**config.mk**
```make
export PLATFORM = sky130hd
export DESIGN_NAME = motor_step_bank
export DESIGN_NICKNAME = d
export VERILOG_FILES = /design/src/rtl/motor_step_bank_pkg.sv /design/src/rtl/motor_step_chan.sv /design/src/rtl/motor_step_bank.sv
export SDC_FILE = /design/constraint.sdc
export NUM_CORES = 1
export LEC_CHECK = 0
export ABC_CLOCK_PERIOD_IN_PS = 3000
export CAP_MARGIN = 20
export CORE_ASPECT_RATIO = 1.75
export CORE_MARGIN = 4
export CORE_UTILIZATION = 45
export CTS_CLUSTER_SIZE = 14
export DETAILED_ROUTE_END_ITERATION = 8
export GPL_TIMING_DRIVEN = 0
export PLACE_DENSITY = 0.77
export SYNTH_ARGS = -nofsm -noshare
export SYNTH_HDL_FRONTEND = slang
export SYNTH_HIERARCHICAL = 1
export SYNTH_SLANG_ARGS = --single-unit
```
**constraint.sdc**
```tcl
create_clock -name clk -period 3 [get_ports clk]
set_input_delay 0.3 -clock clk [delete_from_list [all_inputs] [get_ports clk]]
set_output_delay 0.3 -clock clk [all_outputs]
set_load 0.01 [all_outputs]
```
**src/rtl/motor_step_bank_pkg.sv**
```systemverilog
// Shared definitions for the multi-axis step generator: channel state
// encoding and the default widths of the timing and missed-step counters.
package motor_step_bank_pkg;

  typedef enum logic [1:0] {
    ST_IDLE  = 2'd0,
    ST_PRE   = 2'd1,
    ST_PULSE = 2'd2,
    ST_POST  = 2'd3
  } chan_state_e;

  localparam int unsigned DEF_CNT_W  = 16;
  localparam int unsigned DEF_MISS_W = 8;

endpackage

```
**src/rtl/motor_step_chan.sv**
```systemverilog
// Single step channel: endstop synchroniser and gating, the pre/pulse/post
// sequencer, the sticky endstop flag and a saturating missed-step counter.
module motor_step_chan
  import motor_step_bank_pkg::*;
#(
  parameter int unsigned CNT_W  = DEF_CNT_W,
  parameter int unsigned MISS_W = DEF_MISS_W
) (
  input  logic              clk,
  input  logic              rst_n,
  input  logic [CNT_W-1:0]  pre_n_i,
  input  logic [CNT_W-1:0]  pulse_n_i,
  input  logic [CNT_W-1:0]  post_n_i,
  input  logic              step_stb_i,
  input  logic              step_dir_i,
  input  logic              dir_invert_i,
  input  logic              axis_en_i,
  input  logic              endstop_i,
  input  logic              endstop_mask_i,
  input  logic              endstop_dir_i,
  input  logic              clear_flags_i,
  output logic              step_o,
  output logic              dir_o,
  output logic              mot_enable_n_o,
  output logic              busy_o,
  output logic [MISS_W-1:0] missed_cnt_o,
  output logic              endstop_hit_o,
  output logic              block_o
);

  localparam logic [CNT_W-1:0]  CNT_ONE  = CNT_W'(1);
  localparam logic [MISS_W-1:0] MISS_ONE = MISS_W'(1);

  chan_state_e       state_q;
  logic [CNT_W-1:0]  cnt_q;
  logic              stepQ_q;
  logic              dirQ_q;
  logic              block_q;
  logic [1:0]        esSync_q;
  logic [MISS_W-1:0] missedCnt_q;
  logic              endstopHit_q;
  logic              motEnN_q;

  logic              blocked;
  logic              isIdle;
  logic [CNT_W-1:0]  pulseLoad;

  // A step moving toward an active, synchronised endstop is refused.
  assign blocked   = endstop_mask_i & esSync_q[1] & (step_dir_i == endstop_dir_i);
  assign isIdle    = (state_q == ST_IDLE);
  // A zero pulse length still produces a one-cycle pulse.
  assign pulseLoad = (pulse_n_i == '0) ? '0 : (pulse_n_i - CNT_ONE);

  // Two-flop synchroniser for the raw asynchronous endstop input.
  always_ff @(posedge clk or negedge rst_n) begin
    if (!rst_n) esSync_q <= 2'b00;
    else        esSync_q <= {esSync_q[0], endstop_i};
  end

  // Driver enable pin follows the enable input one cycle later, inverted.
  always_ff @(posedge clk or negedge rst_n) begin
    if (!rst_n) motEnN_q <= 1'b1;
    else        motEnN_q <= ~axis_en_i;
  end

  // Step sequencer; step, dir and the block pulse are registered outputs.
  always_ff @(posedge clk or negedge rst_n) begin
    if (!rst_n) begin
      state_q <= ST_IDLE;
      cnt_q   <= '0;
      stepQ_q <= 1'b0;
      dirQ_q  <= 1'b0;
      block_q <= 1'b0;
    end else begin
      block_q <= 1'b0;
      case (state_q)
        ST_IDLE: begin
          if (step_stb_i) begin
            if (blocked) begin
              block_q <= 1'b1;
            end else if (axis_en_i) begin
              dirQ_q <= step_dir_i ^ dir_invert_i;
              if (pre_n_i == '0) begin
                state_q <= ST_PULSE;
                cnt_q   <= pulseLoad;
                stepQ_q <= 1'b1;
              end else begin
                state_q <= ST_PRE;
                cnt_q   <= pre_n_i - CNT_ONE;
              end
            end
          end
        end
        ST_PRE: begin
          if (cnt_q == '0) begin
            state_q <= ST_PULSE;
            cnt_q   <= pulseLoad;
            stepQ_q <= 1'b1;
          end else begin
            cnt_q <= cnt_q - CNT_ONE;
          end
        end
        ST_PULSE: begin
          if (cnt_q == '0) begin
            stepQ_q <= 1'b0;
            if (post_n_i != '0) begin
              state_q <= ST_POST;
              cnt_q   <= post_n_i - CNT_ONE;
            end else begin
              state_q <= ST_IDLE;
            end
          end else begin
            cnt_q <= cnt_q - CNT_ONE;
          end
        end
        ST_POST: begin
          if (cnt_q == '0) state_q <= ST_IDLE;
          else             cnt_q   <= cnt_q - CNT_ONE;
        end
        default: begin
          state_q <= ST_IDLE;
          stepQ_q <= 1'b0;
        end
      endcase
    end
  end

  // Missed-step counter and sticky endstop flag; clearing beats setting.
  always_ff @(posedge clk or negedge rst_n) begin
    if (!rst_n) begin
      missedCnt_q  <= '0;
      endstopHit_q <= 1'b0;
    end else if (clear_flags_i) begin
      missedCnt_q  <= '0;
      endstopHit_q <= 1'b0;
    end else begin
      if (step_stb_i && axis_en_i && !isIdle && (missedCnt_q != '1))
        missedCnt_q <= missedCnt_q + MISS_ONE;
      if (step_stb_i && isIdle && blocked)
        endstopHit_q <= 1'b1;
    end
  end

  assign step_o         = stepQ_q;
  assign dir_o          = dirQ_q;
  assign mot_enable_n_o = motEnN_q;
  assign busy_o         = !isIdle;
  assign missed_cnt_o   = missedCnt_q;
  assign endstop_hit_o  = endstopHit_q;
  assign block_o        = block_q;

endmodule

```
**src/rtl/motor_step_bank.sv**
```systemverilog
// Multi-axis step/dir generator: one channel per axis sharing the timing
// settings, with the per-channel endstop block pulses merged into abort.
module motor_step_bank
  import motor_step_bank_pkg::*;
#(
  parameter int unsigned AXES   = 4,
  parameter int unsigned CNT_W  = DEF_CNT_W,
  parameter int unsigned MISS_W = DEF_MISS_W
) (
  input  logic                   clk,
  input  logic                   rst_n,
  input  logic [CNT_W-1:0]       pre_n,
  input  logic [CNT_W-1:0]       pulse_n,
  input  logic [CNT_W-1:0]       post_n,
  input  logic [AXES-1:0]        step_stb,
  input  logic [AXES-1:0]        step_dir,
  input  logic [AXES-1:0]        dir_invert,
  input  logic [AXES-1:0]        axis_en,
  input  logic [AXES-1:0]        endstop,
  input  logic [AXES-1:0]        endstop_mask,
  input  logic [AXES-1:0]        endstop_dir,
  input  logic                   clear_flags,
  output logic [AXES-1:0]        step,
  output logic [AXES-1:0]        dir,
  output logic [AXES-1:0]        mot_enable_n,
  output logic [AXES-1:0]        busy,
  output logic [AXES*MISS_W-1:0] missed_cnt,
  output logic [AXES-1:0]        endstop_hit,
  output logic                   abort
);

  logic [AXES-1:0] chanBlock;

  for (genvar k = 0; k < AXES; k++) begin : g_chan
    motor_step_chan #(
      .CNT_W  (CNT_W),
      .MISS_W (MISS_W)
    ) u_chan (
      .clk            (clk),
      .rst_n          (rst_n),
      .pre_n_i        (pre_n),
      .pulse_n_i      (pulse_n),
      .post_n_i       (post_n),
      .step_stb_i     (step_stb[k]),
      .step_dir_i     (step_dir[k]),
      .dir_invert_i   (dir_invert[k]),
      .axis_en_i      (axis_en[k]),
      .endstop_i      (endstop[k]),
      .endstop_mask_i (endstop_mask[k]),
      .endstop_dir_i  (endstop_dir[k]),
      .clear_flags_i  (clear_flags),
      .step_o         (step[k]),
      .dir_o          (dir[k]),
      .mot_enable_n_o (mot_enable_n[k]),
      .busy_o         (busy[k]),
      .missed_cnt_o   (missed_cnt[k*MISS_W +: MISS_W]),
      .endstop_hit_o  (endstop_hit[k]),
      .block_o        (chanBlock[k])
    );
  end

  assign abort = |chanBlock;

endmodule

```
==> results of run 1 <==
-- cell families (layout without fill, tap and decap cells) --
group | Yosys count | count (layout)
AND/OR/NAND/NOR | 738 | 738
multiplexers | 18 | 18
flip-flops | 132 | 132
adder cells (fa/ha/maj) | 24 | 24
other | 0 | 1
AO/OA/AOI/OAI | 401 | 401
XOR/XNOR | 174 | 174
buffers and inverters | 106 | 277
-- state kept, by name, indices dropped and copies added (netlist names) --
| name | count |
|---|---|
| g_chan.u_chan/cnt_q | 64 |
| g_chan.u_chan/esSync_q | 8 |
| g_chan.u_chan/step_o | 4 |
| g_chan.u_chan/endstop_hit_o | 4 |
| g_chan.u_chan/state_q | 8 |
| g_chan.u_chan/block_o | 4 |
| g_chan.u_chan/missed_cnt_o | 32 |
| g_chan.u_chan/dir_o | 4 |
| g_chan.u_chan/mot_enable_n_o | 4 |
-- area by class of cell --
type | instances | area (µm²)
Inverter | 59 | 221
Tap cell | 369 | 462
Timing Repair Buffer | 139 | 1370
Sequential cell | 132 | 3310
Fill cell | 2673 | 12300
Clock inverter | 11 | 150
Buffer | 47 | 201
Multi-Input combinational cell | 1355 | 8930
Clock buffer | 21 | 470
Antenna cell | 1 | 2.50
-- report_power, final --
group	total [mW]	leakage, nW	internal (mW)	switching [mW]
sequential	2.42	1.60	2.03	0.394
combinational	1.34	3.72	0.565	0.777
clock	2.26	0.300	1.37	0.882
-- layer usage --
metal / up-vias / wire length, µm / track usage, %
met5: - / 0 / 0
met4: 0 / 4240 / 23.6
met3: 266 / 3290 / 4.94
met2: 782 / 24400 / 54.5
met1: 6740 / 18100 / 35.4
li1: 6311 / - / -
-- worst max-delay path, stage by stage --
cell	delay (ns)
dlygate4sd2_1	0.55
or4_4	0.69
or4_4	0.48
o21ai_2	0.25
buf_2	0.32
o22ai_1	0.19
a211oi_1	0.37
o2bb2ai_1	0.12
-- placed cells by master (no fill, tap or decap), types with 17 or more instances in the layout --
cell,netlist,routed
and3_1,19,19
a31oi_1,23,21
a211oi_1,23,23
nand2_1,128,128
dfrtp_1,128,128
or3_1,27,27
nand3_1,56,56
o211ai_1,17,17
nand4_1,34,34
clkbuf_1,30,28
ha_1,21,21
nor2_1,186,186
inv_1,57,57
nor3_1,75,75
or4_1,27,27
clkdlybuf4s50_1,0,88
xor2_1,85,85
o22ai_1,37,37
nor4_1,41,40
a21oi_1,67,65
dlygate4sd2_1,0,27
clkbuf_16,0,17
xnor2_1,89,89
nand2b_1,23,23
o31ai_1,23,23
o21ai_0,71,70
-- worst max-delay path by stage --
| stage | endpoint | cells past startpoint |
|---|---|---|
| after floorplan | g_chan[2].u_chan/cnt_q[6] | 9 |
| after global placement | g_chan[0].u_chan/cnt_q[12] | 1 |
| after detailed placement | g_chan[2].u_chan/cnt_q[10] | 9 |
| after CTS | g_chan[2].u_chan/cnt_q[10] | 8 |
| after global routing | g_chan[2].u_chan/cnt_q[2] | 11 |
| final | g_chan[2].u_chan/cnt_q[3] | 8 |
-- repair_timing --
action                                  in CTS  in global routing
setup buffers                                0                  6
gates resized for setup                     39                 29
hold endpoints to repair                    49                  0
pin swaps                                    0                  2
hold buffers                                 1                  0
endpoints found under the setup margin      49                 50
==> metrics, run 1 <==
status=complete, no violations; type of the most critical hold path=input pin to flop; Net Count, Synth=1693; Layout Nets=1851; utilization after layout=55.1%; largest family of logic cells by synthesized area=simple AND/OR/NAND/NOR gates; antenna violations before repair=1; kind of critical path=input pin to flop; worst setup path startpoint=pre_n[7]; Synth Register Bits=132; highest clock frequency the design can meet=337 MHz; Crit Reg-Reg Startpoint=g_chan[1].u_chan/cnt_q[0]; slack of the critical path=0.0334 ns; total placed instance area=0.0144 mm²; Reg-to-Reg End=g_chan[1].u_chan/cnt_q[13]; adder and majority gate portion of the synthesized area=2.33%; # placed instances=2093; Total GRT Usage=31.9%; Clock H-tree levels=4; vias=14099; most area-consuming cells after synthesis=dfrtp_1, xnor2_1, xor2_1, nor2_1, nand2_1; worst slack, placed=-1.13 ns; share of cell area taken by muxes after synthesis=1.49%; first-pass GRT wire length=77.0 mm; Power, Total=6.02 mW; hold path startpoint=clear_flags; maximum number of buffers from clock root to sink=2; Cells on Worst Hold Path=2; number of distinct library cells after synthesis=93; post-synthesis simple-gate area fraction=32.3%; summed area of non-filler cells in the final layout=0.0151 mm²; summed instance area of the synthesized netlist=0.0126 mm²; IR Drop Worst-Case VDD=417 µV; final number of hold-violating endpoints=0; Die Outline Area=0.0308 mm²; max-capacitance violation count=0; minimum setup slack among reg-to-reg paths=0.17 ns; Clock Sinks=132; proportion of layout cells with a drive suffix above 1=8.28%; largest net degree at the start of global routing=83; setup tns final=0 ns; Worst Hold Margin=0.231 ns; clock transition at the registers of the reported paths=0.06 ns; Required @ worst endpoint=3.32 ns; worst clock skew=0.00905 ns; most frequently used cell type in the post-synthesis netlist=nor2_1; number of synthesis warnings=6; Horiz. Die Dim=134 µm; count of boundary I/O pins=132; Async SR Flop Fraction=100%; power density over cell area=398 mW/mm²; sum of routed wire length over all layers=50.0 mm; weighted congestion at the end of routability-driven global placement=0.998; First DRT Iteration DRCs=1423; initial core utilization=45.8%; final critical-path share of the clock period=98.9%; TritonCTS clock tree=done; clock latency reported for the late side of the worst-skew pair=0.45 ns; category of the worst setup path capture point=flop; y dimension of the die=229 µm; number of CTS-inserted buffers=17; routed len/inst=23.4 µm; compound-cell area share of the yosys netlist=22.1%; max-slew violation total from the final report=0; commonest cells in the synthesized netlist=nor2_1, dfrtp_1, nand2_1; number of flops mapped to enable cells by yosys=0; ys flop type=dfrtp_1; via count normalized by instance count=6.61; half-perimeter wire length after detailed placement=37.0 mm; Tightest Pin Transition=1.06 ns; xor-xnor portion of the synthesized cell area=12.1%; Layout Area Growth over Synthesis=20.3%; setup repair after global routing missed its margin=false; DRC errors left=0; fraction of post-synthesis cell area in the top cell type by area=25.5%; number of global-route vias before repair=13847; Static Leak=5.62 nW; shortest period the worst path allows=2.97 ns; overall overflow remaining after global route=0; count of antenna-violating nets left after detailed routing=0; clock tree root buffer cell=clkbuf_16; arrival time at the worst endpoint=3.29 ns; Register-to-Register Path Depth=8; library cell occupying the most area in the post-synthesis netlist=dfrtp_1; quantity of I/O buffers inserted on ports=130; type of origin of the critical path=input pin; router iterations before antenna repair=8; crit-path max FO=18; Row Count=80; endpoint of the worst hold path=g_chan[0].u_chan/missed_cnt_o[2]; number of cells produced by synthesis=1593; final cell count without fillers=2134; share of the yosys chip area belonging to registers=26.3%; worst slew margin relative to its limit=29.0%; post-synthesis area per instance=7.89 µm²; setup violation total in the final timing report=0; area of the placeable core=0.0274 mm²
No activity file was read; power rests on OpenSTA's default activity.
==> run 2: changes to the inputs <==
CORE_MARGIN = not set   (was 4)
==> metrics, run 2 (synthesized netlist as in run 1, its figures left out) <==
status=complete, no violations; register with the most flip-flops=g_chan.u_chan/cnt_q; clock tree root buffer cell=clkbuf_16; Reg-to-Reg End=g_chan[1].u_chan/cnt_q[13]; sum of routed wire length over all layers=49.6 mm (-0.64%); First DRT Iteration DRCs=1415 (-0.56%); proportion of layout cells with a drive suffix above 1=8.01% (-0.27 points); Required @ worst endpoint=3.32 ns (about the same); worst clock skew=0.00929 ns (+0.000233 ns); Slowest-stage cell, CP=dlygate4sd2_1; DRC errors left=0 (unchanged); power density over cell area=391 mW/mm² (-1.9%); Worst Hold Margin=0.230 ns (-0.000768 ns); Sw Share=34.0% (-0.14 points); clock latency reported for the late side of the worst-skew pair=0.46 ns (about the same); maximum number of buffers from clock root to sink=2 (unchanged); setup violation total in the final timing report=0 (unchanged); Crit Reg-Reg Startpoint=g_chan[1].u_chan/cnt_q[12]; first-pass GRT wire length=76.4 mm (-0.78%); kind of critical path=input pin to flop; IR Drop Worst-Case VDD=423 µV (+1.4%); overall overflow remaining after global route=0 (unchanged); Horiz. Die Dim=128 µm (-4.5%); weighted congestion at the end of routability-driven global placement=1.01 (+0.97%); worst slew margin relative to its limit=31.7% (+2.7 points); number of CTS-inserted buffers=17 (unchanged); clock transition at the registers of the reported paths=0.06 ns (about the same); Layout Area Growth over Synthesis=19.9%; area of the placeable core=0.0273 mm² (-0.36%); category of the worst setup path capture point=flop; initial core utilization=46.0% (+0.17 points); Power, Total=5.89 mW (-2.2%); flip-flop count of the largest register, all copies and words added=64 (unchanged); Total GRT Usage=35.2% (+3.3 points); Clock Sinks=132 (unchanged); Static Leak=5.61 nW (-0.29%); via count normalized by instance count=6.52 (-1.3%); count of boundary I/O pins=132 (unchanged); vias=13889 (-1.5%); arrival time at the worst endpoint=3.25 ns (-0.04 ns); final number of hold-violating endpoints=0 (unchanged); antenna violations before repair=0 (-1); Tightest Pin Transition=1.02 ns (-0.0418 ns); max-capacitance violation count=0 (unchanged); number of global-route vias before repair=13837 (-0.072%); Clock H-tree levels=4 (unchanged); final antenna diode count=0 (-1); largest delay contributor family on the critical path=compound AO/OA/AOI/OAI gates; crit-path max FO=17 (-1); final critical-path share of the clock period=97.7% (-1.2 points); worst-path cell chain=dlygate4sd2_1, or3_1, clkbuf_1, or3_1, clkbuf_1, o31ai_1, a21oi_2, a2111oi_2, a41oi_2; quantity of I/O buffers inserted on ports=130 (unchanged); # placed instances=2093 (unchanged); count of antenna-violating nets left after detailed routing=0 (unchanged); utilization after layout=55.1% (about the same); type of the most critical hold path=input pin to flop; y dimension of the die=223 µm (-2.6%); max-slew violation total from the final report=0 (unchanged); reported net switching power=2.00 mW (-2.6%); Cells on Worst Hold Path=2 (unchanged); Crit path buffers/inverters=3 (+1); Die Outline Area=0.0286 mm² (-7.0%); minimum setup slack among reg-to-reg paths=0.12 ns (-0.05 ns); Flop pwr share=41.2% (+1.0 points); leading cell type in the layout, fill and taps excluded=nor2_1; TritonCTS clock tree=done; Register-to-Register Path Depth=5 (-3); setup repair after global routing missed its margin=false; internal power=3.89 mW (-2.0%); shortest period the worst path allows=2.93 ns (-0.0348 ns); setup tns final=0 ns (unchanged); most frequent cells in the layout=nor2_1, nand2_1, dfrtp_1, clkdlybuf4s50_1, xnor2_1; router iterations before antenna repair=5 (-3); Clk network pwr share=36.0% (-1.5 points); hold path startpoint=clear_flags; highest clock frequency the design can meet=341 MHz (+1.2%); combinational share of power=22.8% (+0.5 points); type of origin of the critical path=input pin; routed len/inst=23.3 µm (-0.41%); critical path depth in cells=9 (+1); Layout Nets=1848 (-0.16%); final cell count without fillers=2129 (-0.23%); endpoint of the worst hold path=g_chan[2].u_chan/endstop_hit_o; Row Count=80 (unchanged); maximum cell stage delay along the critical path=0.54 ns (-0.15 ns); largest net degree at the start of global routing=83 (unchanged); half-perimeter wire length after detailed placement=37.1 mm (about the same)
-- run 2: changes by cell type in the layout (fill, tap and decap cells not counted), moves of 2 or more --
cell             previous run  this run
clkinv_2                    2         4
dlymetal6s2s_1             11        14
clkinv_4                    3         1
clkbuf_8                    3         0
clkdlybuf4s50_1            88        90
buf_4                       8         5
dlygate4sd2_1              27        22
clkbuf_1                   28        31
-- run 2: layer usage --
metal / up-vias / part of all wire [%] / global-route usage, %
met5: - / 0 / 0
li1: 6302 / - / -
met4: 0 / 8.0 / 27.1
met2: 799 / 49 / 60.3
met3: 248 / 7.6 / 6.74
met1: 6540 / 35 / 37.5
-- run 2: worst max path at each step --
stage | to | start | slack [ns]
after floorplan | g_chan[2].u_chan/cnt_q[6] | pre_n[0] | 0.62
after global placement | g_chan[0].u_chan/cnt_q[13] | rst_n | -3.88
after detailed placement | g_chan[2].u_chan/cnt_q[10] | pulse_n[0] | -1.08
after CTS | g_chan[2].u_chan/cnt_q[10] | g_chan[2].u_chan/cnt_q[0] | -0.02
after global routing | g_chan[2].u_chan/cnt_q[12] | g_chan[2].u_chan/cnt_q[9] | 0.01
final | g_chan[2].u_chan/cnt_q[13] | pulse_n[7] | 0.07
-- run 2: power by group through the flow --
| stage | Clock [mW] | Combinational (mW) | Sequential (mW) |
|---|---|---|---|
| 2_1_floorplan | 0 | 0.779 | 2.32 |
| 3_3_place_gp | 0 | 1.29 | 2.42 |
| 3_5_place_dp | 0 | 1.32 | 2.42 |
| 4_1_cts | 2.17 | 1.31 | 2.40 |
| 5_1_grt | 2.24 | 1.45 | 2.46 |
| 6_report | 2.12 | 1.34 | 2.43 |
-- run 2: metrics by stage --
stage	setup slack [ns]	cell area (µm²)
floorplan	0.622	12600
global placement	-3.88	14300
detailed placement	-1.08	14400
CTS	-0.0155	15000
global route	0.0108	15100
finish	0.0681	15100
-- run 2: final cells by class --
| class | instances | area (µm²) |
|---|---|---|
| plain buffers | 47 | 204 |
| clock buffers | 21 | 440 |
| clock inverters | 10 | 134 |
| fillers | 2616 | 12300 |
| inverters | 59 | 221 |
| multi-input cells | 1355 | 8940 |
| flip-flops and latches | 132 | 3310 |
| well taps | 369 | 462 |
| repair buffers | 136 | 1360 |
-- run 2: worst register-to-register path, cell delays in order, from the launching register on --
cell      delay, ns
dfrtp_1        0.46
or4_4          0.62
nor4_4         0.74
nor2_2         0.26
a221oi_1       0.54
a21oi_1        0.13
-- run 2: what timing repair did --
item,4_1_cts,5_1_grt
pin swaps,1,1
resized for setup,35,33
endpoints found under the hold margin,49,0
endpoints found under the setup margin,47,61
hold buffers,1,0
buffers inserted,0,3
